$ cat src/rtl/ap_ctrl_perf_monitor.sv
// Per-channel ap_ctrl handshake monitor: latency, interval, stall and
// transaction counters with a registered read port and a sticky freeze.
module ap_ctrl_perf_monitor #(
  parameter int NUM_CH = 2,
  parameter int CNT_W  = 32
) (
  input  logic              clock,
  input  logic              reset,
  input  logic [NUM_CH-1:0] ch_ap_start,
  input  logic [NUM_CH-1:0] ch_ap_done,
  input  logic [NUM_CH-1:0] ch_ap_continue,
  input  logic              finish,
  input  logic              clear,
  input  logic              rd_en,
  input  logic [2:0]        rd_ch,
  input  logic [2:0]        rd_sel,
  output logic              rd_valid,
  output logic [CNT_W-1:0]  rd_data,
  output logic [NUM_CH-1:0] ch_busy,
  output logic              frozen
);

  typedef enum logic [1:0] {
    S_IDLE = 2'd0,
    S_BUSY = 2'd1,
    S_WAIT = 2'd2
  } st_e;

  // Saturating increment; MSB flags an attempted wrap.
  function automatic logic [CNT_W:0] sinc(input logic [CNT_W-1:0] v);
    return (&v) ? {1'b1, v} : {1'b0, v + CNT_W'(1)};
  endfunction

  logic frozen_q, frozen_d;
  logic freeze;

  assign freeze   = frozen_q | finish;
  assign frozen_d = clear ? 1'b0 : (frozen_q | finish);
  assign frozen   = frozen_q;

  logic [CNT_W-1:0] txn_a   [NUM_CH];
  logic [CNT_W-1:0] last_a  [NUM_CH];
  logic [CNT_W-1:0] min_a   [NUM_CH];
  logic [CNT_W-1:0] max_a   [NUM_CH];
  logic [CNT_W-1:0] ivl_a   [NUM_CH];
  logic [CNT_W-1:0] stall_a [NUM_CH];
  logic [3:0]       stat_a  [NUM_CH];

  for (genvar c = 0; c < NUM_CH; c++) begin : g_ch
    st_e              st_q, st_d;
    logic [CNT_W-1:0] lat_q, lat_d, s2s_q, s2s_d;
    logic [CNT_W-1:0] txn_q, txn_d, last_q, last_d;
    logic [CNT_W-1:0] min_q, min_d, max_q, max_d;
    logic [CNT_W-1:0] ivl_q, ivl_d, stall_q, stall_d;
    logic             ovf_q, ovf_d, hs_q, hs_d;
    logic [CNT_W:0]   lat_inc, s2s_inc, txn_inc, stall_inc;
    logic             start_ev;

    always_comb begin
      st_d      = st_q;
      lat_d     = lat_q;
      s2s_d     = s2s_q;
      txn_d     = txn_q;
      last_d    = last_q;
      min_d     = min_q;
      max_d     = max_q;
      ivl_d     = ivl_q;
      stall_d   = stall_q;
      ovf_d     = ovf_q;
      hs_d      = hs_q;
      start_ev  = 1'b0;
      lat_inc   = sinc(lat_q);
      s2s_inc   = sinc(s2s_q);
      txn_inc   = sinc(txn_q);
      stall_inc = sinc(stall_q);

      if (hs_q) begin
        s2s_d = s2s_inc[CNT_W-1:0];
        ovf_d = ovf_d | s2s_inc[CNT_W];
      end

      unique case (st_q)
        S_IDLE: start_ev = ch_ap_start[c];
        S_BUSY: begin
          lat_d = lat_inc[CNT_W-1:0];
          ovf_d = ovf_d | lat_inc[CNT_W];
          if (ch_ap_done[c]) begin
            last_d = lat_inc[CNT_W-1:0];
            txn_d  = txn_inc[CNT_W-1:0];
            ovf_d  = ovf_d | txn_inc[CNT_W];
            if (lat_inc[CNT_W-1:0] < min_q) min_d = lat_inc[CNT_W-1:0];
            if (lat_inc[CNT_W-1:0] > max_q) max_d = lat_inc[CNT_W-1:0];
            if (!ch_ap_continue[c]) st_d = S_WAIT;
            else if (ch_ap_start[c]) start_ev = 1'b1;
            else st_d = S_IDLE;
          end
        end
        S_WAIT: begin
          stall_d = stall_inc[CNT_W-1:0];
          ovf_d   = ovf_d | stall_inc[CNT_W];
          if (ch_ap_continue[c]) begin
            if (ch_ap_start[c]) start_ev = 1'b1;
            else st_d = S_IDLE;
          end
        end
        default: st_d = S_IDLE;
      endcase

      // Interval is measured start-to-start, so it is captured on the start.
      if (start_ev) begin
        st_d  = S_BUSY;
        lat_d = '0;
        s2s_d = '0;
        hs_d  = 1'b1;
        if (hs_q) ivl_d = s2s_inc[CNT_W-1:0];
      end

      if (clear) begin
        st_d    = S_IDLE;
        lat_d   = '0;
        s2s_d   = '0;
        txn_d   = '0;
        last_d  = '0;
        min_d   = '1;
        max_d   = '0;
        ivl_d   = '0;
        stall_d = '0;
        ovf_d   = 1'b0;
        hs_d    = 1'b0;
      end
    end

    always_ff @(posedge clock or negedge reset) begin
      if (!reset) begin
        st_q    <= S_IDLE;
        lat_q   <= '0;
        s2s_q   <= '0;
        txn_q   <= '0;
        last_q  <= '0;
        min_q   <= '1;
        max_q   <= '0;
        ivl_q   <= '0;
        stall_q <= '0;
        ovf_q   <= 1'b0;
        hs_q    <= 1'b0;
      end else if (clear || !freeze) begin
        st_q    <= st_d;
        lat_q   <= lat_d;
        s2s_q   <= s2s_d;
        txn_q   <= txn_d;
        last_q  <= last_d;
        min_q   <= min_d;
        max_q   <= max_d;
        ivl_q   <= ivl_d;
        stall_q <= stall_d;
        ovf_q   <= ovf_d;
        hs_q    <= hs_d;
      end
    end

    assign ch_busy[c] = (st_q != S_IDLE);
    assign txn_a[c]   = txn_q;
    assign last_a[c]  = last_q;
    assign min_a[c]   = min_q;
    assign max_a[c]   = max_q;
    assign ivl_a[c]   = ivl_q;
    assign stall_a[c] = stall_q;
    assign stat_a[c]  = {ovf_q, hs_q, st_q};
  end

  logic [CNT_W-1:0] rd_mux;
  logic             rd_valid_q;
  logic [CNT_W-1:0] rd_data_q;

  always_comb begin
    rd_mux = '0;
    for (int i = 0; i < NUM_CH; i++) begin
      if (rd_ch == 3'(i)) begin
        unique case (rd_sel)
          3'd0:    rd_mux = txn_a[i];
          3'd1:    rd_mux = last_a[i];
          3'd2:    rd_mux = min_a[i];
          3'd3:    rd_mux = max_a[i];
          3'd4:    rd_mux = ivl_a[i];
          3'd5:    rd_mux = stall_a[i];
          3'd6:    rd_mux = {{(CNT_W-4){1'b0}}, stat_a[i]};
          default: rd_mux = '0;
        endcase
      end
    end
  end

  always_ff @(posedge clock or negedge reset) begin
    if (!reset) begin
      rd_valid_q <= 1'b0;
      rd_data_q  <= '0;
      frozen_q   <= 1'b0;
    end else begin
      rd_valid_q <= rd_en;
      rd_data_q  <= rd_en ? rd_mux : '0;
      frozen_q   <= frozen_d;
    end
  end

  assign rd_valid = rd_valid_q;
  assign rd_data  = rd_data_q;

endmodule

$ cat config.mk
export PLATFORM = sky130hd
export DESIGN_NAME = ap_ctrl_perf_monitor
export DESIGN_NICKNAME = d
export VERILOG_FILES = /design/src/rtl/ap_ctrl_perf_monitor.sv
export SDC_FILE = /design/constraint.sdc
export NUM_CORES = 1
export LEC_CHECK = 0
export ABC_AREA = 0
export CORE_ASPECT_RATIO = 1.2
export CORE_MARGIN = 1.5
export CORE_UTILIZATION = 64
export DETAILED_ROUTE_END_ITERATION = 6
export PLACE_DENSITY = 0.81
export SETUP_SLACK_MARGIN = 0.5
export SLEW_MARGIN = 30
export SYNTH_ARGS = -nofsm -noshare
export SYNTH_HDL_FRONTEND = slang
export SYNTH_SLANG_ARGS = --single-unit
$ cat constraint.sdc
create_clock -name clock -period 5.3 [get_ports clock]
set_input_delay 1.325 -clock clock [delete_from_list [all_inputs] [get_ports clock]]
set_output_delay 1.325 -clock clock [all_outputs]
set_load 0.1 [all_outputs]
**After elaboration in Yosys (flattened, before gate mapping)**

Index checks and enable logic that the tools add are counted.
W data, S select, Z words.

- Add/subtract/negate cells: 8
- Order comparisons: 4
- Equality and inequality tests: 21
- Muxes and demuxes: 96
- Bitwise gates (word level): 9
- Reduce and logical (&&, ||, !) cells: 54

Operator list:

| operator | count |
|---|---|
| $mux W32 | 51 |
| $pmux W32 S7 | 2 |
| $mux W33 | 8 |
| $add A32 B1 Y32 const B | 8 |
| $reduce_and A32 Y1 | 8 |
| $gt A32 B32 Y1 | 2 |
| $lt A32 B32 Y1 | 2 |
| $reduce_and A4 Y1 | 8 |
| $reduce_bool A2 Y1 | 16 |
| $mux W2 | 12 |
| $reduce_and A3 Y1 | 6 |
| $mux W1 | 17 |
| $ne A4 B4 Y1 const B | 4 |
| $pmux W2 S3 | 2 |
| $reduce_and A2 Y1 | 6 |
| $reduce_bool A3 Y1 | 4 |
| $eq A3 B3 Y1 const B | 3 |
| $or A1 B1 Y1 | 9 |
| $ne A2 B2 Y1 const B | 4 |
| $eq A3 B1 Y1 const B | 2 |
| $eq A3 B2 Y1 const B | 2 |
| $logic_not A3 Y1 | 2 |
| $ne A3 B3 Y1 const B | 2 |
| $pmux W1 S3 | 2 |
| other kinds (6) | 10 |

- Register bits: 554
- Input bits: 17
- Output and inout port bits: 36

**Logic depth before layout (Yosys ltp)**

- Word-level depth: 9
- Mapped depth: 18

**Least setup slack after synthesis**

OpenSTA, ideal clock, no wires.

- Kind: register -> register
- Start: reg g_ch[1].lat_q[0]
- End: reg g_ch[1].min_q[2]
- Setup time: 84 ps
- Data arrival time: 4,110 ps
- Setup slack: 1,106 ps
- Cell stages (with the launch flop): 17
- Buffers on the path: 1
- Period minus slack after synthesis: 4,194 ps
- Path through: dfrtp_1 > ha_1 > nand3_1 > nor4_4 > a21oi_1 > and3_1 > xnor2_1 > inv_1 > ha_1 > a21o_1 > a21o_1 > a221oi_1 > o221ai_1 > a221oi_1 > clkbuf_1 > a21oi_2 > a311o_1

- Word-level cells in the longest chain between the ends: 6
- Elaborated cells on any way between the ends: 10
- Classes of those cells: add/sub (1); order compare (1); mux (5); reduce/logical (3)

Ends and longest elaborated chain:

| element | line | text |
|---|---|---|
| from (decl) | 51 | `logic [CNT_W-1:0] lat_q, lat_d, s2s_q, s2s_d;` |
| from (signal assigned) | 148 | `lat_q <= lat_d;` |
| $add A32 B1 Y32 or $reduce_and A32 Y1 (tied branches) | 31 | `return (&v) ? {1'b1, v} : {1'b0, v + CNT_W'(1)};` |
| $mux W33 (*) | 31 |  |
| parallel branches: the longest is 4 deep, another holds $lt A32 B32 Y1 | - |  |
| to (signal assigned) | 152 | `min_q <= min_d;` |
| to (decl) | 53 | `logic [CNT_W-1:0] min_q, min_d, max_q, max_d;` |

Every way passes the cells marked *. The select of a mux whose other input is x is not followed.
A chain may end at the register's enable or synchronous reset.

**Worst setup path in the final report**

- Start: reg g_ch[1].lat_q[4]
- End: reg g_ch[1].max_q[24]

- Word-level cells in the longest chain between the ends: 6
- Elaborated cells on any way between the ends: 10
- Classes of those cells: add/sub (1); order compare (1); mux (5); reduce/logical (3)

Ends and longest elaborated chain:

| element | line | text |
|---|---|---|
| $add A32 B1 Y32 or $reduce_and A32 Y1 (tied branches) | 31 |  |
| $mux W33 (*) | 31 |  |
| parallel branches: the longest is 4 deep, another holds $gt A32 B32 Y1 | - |  |
| to (signal assigned) | 153 | `max_q <= max_d;` |
| to (decl) | 53 |  |

Marks and branches as above.

==> results by group <==
Outcome
  – Status: completed

Die
  – Chip height: 253 um
  – Number of core rows: 91
  – Core area: 0.0514 sq mm
  – DIE WIDTH: 211 um
  – Die Area: 0.0534 sq mm
  – Starting Density: 64.8%
  – I/O Pins: 53

Critical path
  – CP Cell Sequence: nand4_2 > or4_4 > nor2_1 > xor2_1 > ha_1 > a21oi_1 > o21ai_0 > a31o_2 > a21oi_1 > or3_1 > a31oi_4 > buf_4 > mux2_2
  – Critical setup path kind: reg2reg
  – WP buf/inv: 1
  – CP max FO: 12
  – Crit end category: flop
  – CP delay by family, top: simple AND/OR/NAND/NOR gates
  – Crit start category: flop
  – Slowest stage delay, CP: 0.66 ns
  – Slowest-stage cell, CP: or4_4
  – Req. time, crit path: 5.81 ns
  – Most common cell on crit path: a21oi_1
  – Crit path DAT: 5.11 ns

CTS
  – Worst-Skew Late Latency: 0.65 ns
  – CTS sink cnt: 554
  – CTS HTree Levels: 2
  – Clk buf depth: 3
  – # hold bufs at CTS: 0
  – CTS Root Buffer Type: clkbuf_16
  – Clock Pin Slew Worst Setup and Hold Paths: 0.06 ns
  – Cts bufs inserted: 58
  – TritonCTS clock tree: built

Global route
  – Total Routing Usage GR: 42.3%
  – Vias in the first global route: 29000
  – Top Usage Layer GRT: met2
  – Largest net degree at the start of global routing: 104
  – GRT Residual Overflow: 0
  – Antenna violations before repair: 13
  – Met2 Use GR: 66.6%
  – Global-route wire length before repair: 171000 um
  – Met3 Use GR: 9.90%
  – Met1 usage: 49.1%

Yosys
  – Async SR Flop Fraction: 100%
  – Synth top area share: 36.9%
  – Synth Register Bits: 554
  – Post-Syn Area per Cell: 8.88 sq um
  – Post-Synthesis Cell Area: 0.0333 sq mm
  – Syn. warnings: 0
  – Post-synth EDFFs: 0
  – Synth unique cells: 85
  – Cells after synthesis: 3745
  – Sequential area share after synthesis: 41.9%
  – Primary FF master, synth: dfrtp_1
  – Largest cells by area after synthesis: dfrtp_1 (37%), ha_1 (5.3%), dfstp_2 (5.1%)
  – Syn_nets: 3904
  – Synth area leader: dfrtp_1

Cells and area
  – Finished Layout Cells: 4487
  – Commonest cells after routing, fill and taps aside: dfrtp_1 (489), nor2_1 (383), nand2_1 (311)
  – Fin nets: 3898
  – Ratio of cells with drive above 1 in the final layout: 10.8%
  – Area Overhead vs Synth: 11.1%
  – Fillers: 3953
  – Finished Core Util: 72.0%
  – Leading cell type in the layout, fill and taps excluded: dfrtp_1

Placement
  – DP HPWL: 80500 um
  – Routability Congestion: 1.07
  – Dpl cells: 4366
  – Number of I/O port buffers: 52

Run
  – Max-Cap Viols: 0

STA
  – Setup Skew: 0.0253 ns
  – F_max: 218 MHz
  – Final period utilization: 86.7%
  – Slew @ Worst Pin: 1.00 ns
  – Setup TNS: 0 ns
  – Max-slew violation count: 0
  – Relative slew slack: 33.0%
  – Final hold violation count: 0
  – Final min period: 4.60 ns
  – RSZ-0062 raised after global routing: no
  – Endpoints failing setup: 0

Route
  – Drt pass-1 iters: 7
  – ANT nets after route: 0
  – Via density per instance: 6.70
  – Drt total wl: 112000 um
  – DRC Markers: 0
  – WL/cell: 25.0 um
  – DRT iter0 DRCs: 3337
  – Vias post-DR: 30000

Power and ir drop
  – Maximum vdd ir drop: 0.295 mV
  – P_leak: 16.2 nW
  – Pwr per Cell Area: 263 mW/mm^2

Worst hold path
  – Worst min path class: reg2reg
==> final timing paths <==
path	slack, ns	cells after the start	from	endpoint
setup / recovery	0.70	13	g_ch[1].lat_q[4]	g_ch[1].max_q[24]
hold / removal	0.48	2	g_ch[1].ivl_q[19]	g_ch[1].ivl_q[19]
setup reg to reg	0.70	13	g_ch[1].lat_q[4]	g_ch[1].max_q[24]
hold reg to reg	0.48	2	g_ch[1].ivl_q[19]	g_ch[1].ivl_q[19]
max in group asynchronous	3.43	2	reset	g_ch[0].s2s_q[2]
min in group asynchronous	0.66	1	reset	g_ch[1].s2s_q[26]
==> report_power, final <==
| part | total [W] | internal, W | leakage (nW) | switching (W) |
|---|---|---|---|---|
| registers | 0.00442 | 0.00434 | 7.50 | 0.0000869 |
| logic | 0.00110 | 0.000319 | 7.73 | 0.000781 |
| clock network | 0.00422 | 0.00242 | 0.946 | 0.00180 |
| total | 0.00974 | 0.00708 | 16.2 | 0.00266 |
==> Yosys cell counts (9+ instances only) <==
master,number
a211oi_1,80
a21o_1,25
a21oi_1,193
a221oi_1,9
a22oi_1,86
a31oi_1,77
a41oi_1,18
and2_1,27
and3_1,76
and4_1,57
buf_1,24
buf_2,19
clkbuf_1,198
dfrtp_1,490
dfstp_2,64
ha_1,142
inv_1,197
mux2_2,36
mux2i_1,91
nand2_1,311
nand2b_1,11
nand3_1,118
nand4_1,92
nor2_1,387
nor2b_1,12
nor3_1,117
nor4_1,40
o211ai_1,23
o21a_1,14
o21ai_0,264
o221ai_1,19
o22ai_1,9
o31ai_1,51
o41ai_1,9
or3_1,15
xnor2_1,91
xor2_1,138
==> registers in the layout, summed over array words and instances (netlist names) <==
| name | count |
|---|---|
| g_ch.lat_q | 64 |
| g_ch.max_q | 64 |
| rd_data | 32 |
| g_ch.ovf_q | 2 |
| rd_valid | 1 |
| g_ch.txn_q | 64 |
| g_ch.last_q | 64 |
| g_ch.st_q | 4 |
| g_ch.s2s_q | 64 |
| frozen | 1 |
| g_ch.stall_q | 64 |
| g_ch.min_q | 64 |
| g_ch.hs_q | 2 |
| g_ch.ivl_q | 64 |
==> per-stage QoR <==
step | total power (W) | setup slack, ns | hold slack (ns) | area [sq um]
finish | 0.00974 | 0.704 | 0.483 | 37000
global route | 0.0100 | 0.501 | 0.513 | 37000
CTS | 0.00972 | 0.515 | 0.486 | 36800
detailed placement | 0.00555 | 0.385 | 0.473 | 34800
global placement | 0.00552 | 0.551 | 0.470 | 34800
floorplan | 0.00509 | 1.11 | 0.444 | 33300
==> routing by layer <==
metal	vias up	share of wire, %
met3	459	8.5
met4	12	9.8
met1	14600	36
met2	1509	46
li1	13500	-
met5	-	0.071
==> worst register-to-register path: cells and delay by family, from the launching register on <==
kind	cells	cell delay (ns)
AO/OA/AOI/OAI	5	0.83
buffers and inverters	1	0.28
AND/OR/NAND/NOR	4	1.66
flip-flops	1	0.45
adder cells (fa/ha/maj)	1	0.27
XOR/XNOR	1	0.62
multiplexers	1	0.37
==> kinds of logic (layout without fill, tap and decap cells) <==
logic type	after synthesis	in the layout	synth area share (%)
DFF	554	554	41.9
other	0	4	0
AOI/OAI and AO/OA	936	937	17.9
muxes	132	132	4.30
buffers and inverters	446	486	5.16
xor gates and xnor gates	230	230	6.08
and+or+nand+nor	1305	1305	19.3
adders and majority gates	142	142	5.34
==> area by class of cell <==
class | instances | area [sq um] | area share (%)
antenna | 4 | 10.0 | 0.0271
clock buffer | 81 | 1620 | 4.38
clock inverter | 26 | 314 | 0.849
inverter | 202 | 759 | 2.05
multi-input combinational | 2746 | 17900 | 48.3
sequential | 554 | 13900 | 37.7
tap | 697 | 872 | 2.36
timing repair buffer | 177 | 1590 | 4.31
==> repair_timing <==
item	4_1_cts	5_1_grt
resized for setup	2	14
buffers inserted	0	8
pin swaps	0	4
setup endpoints to repair	17	124
gates cloned	0	1
No activity file was read; power rests on OpenSTA's default activity.
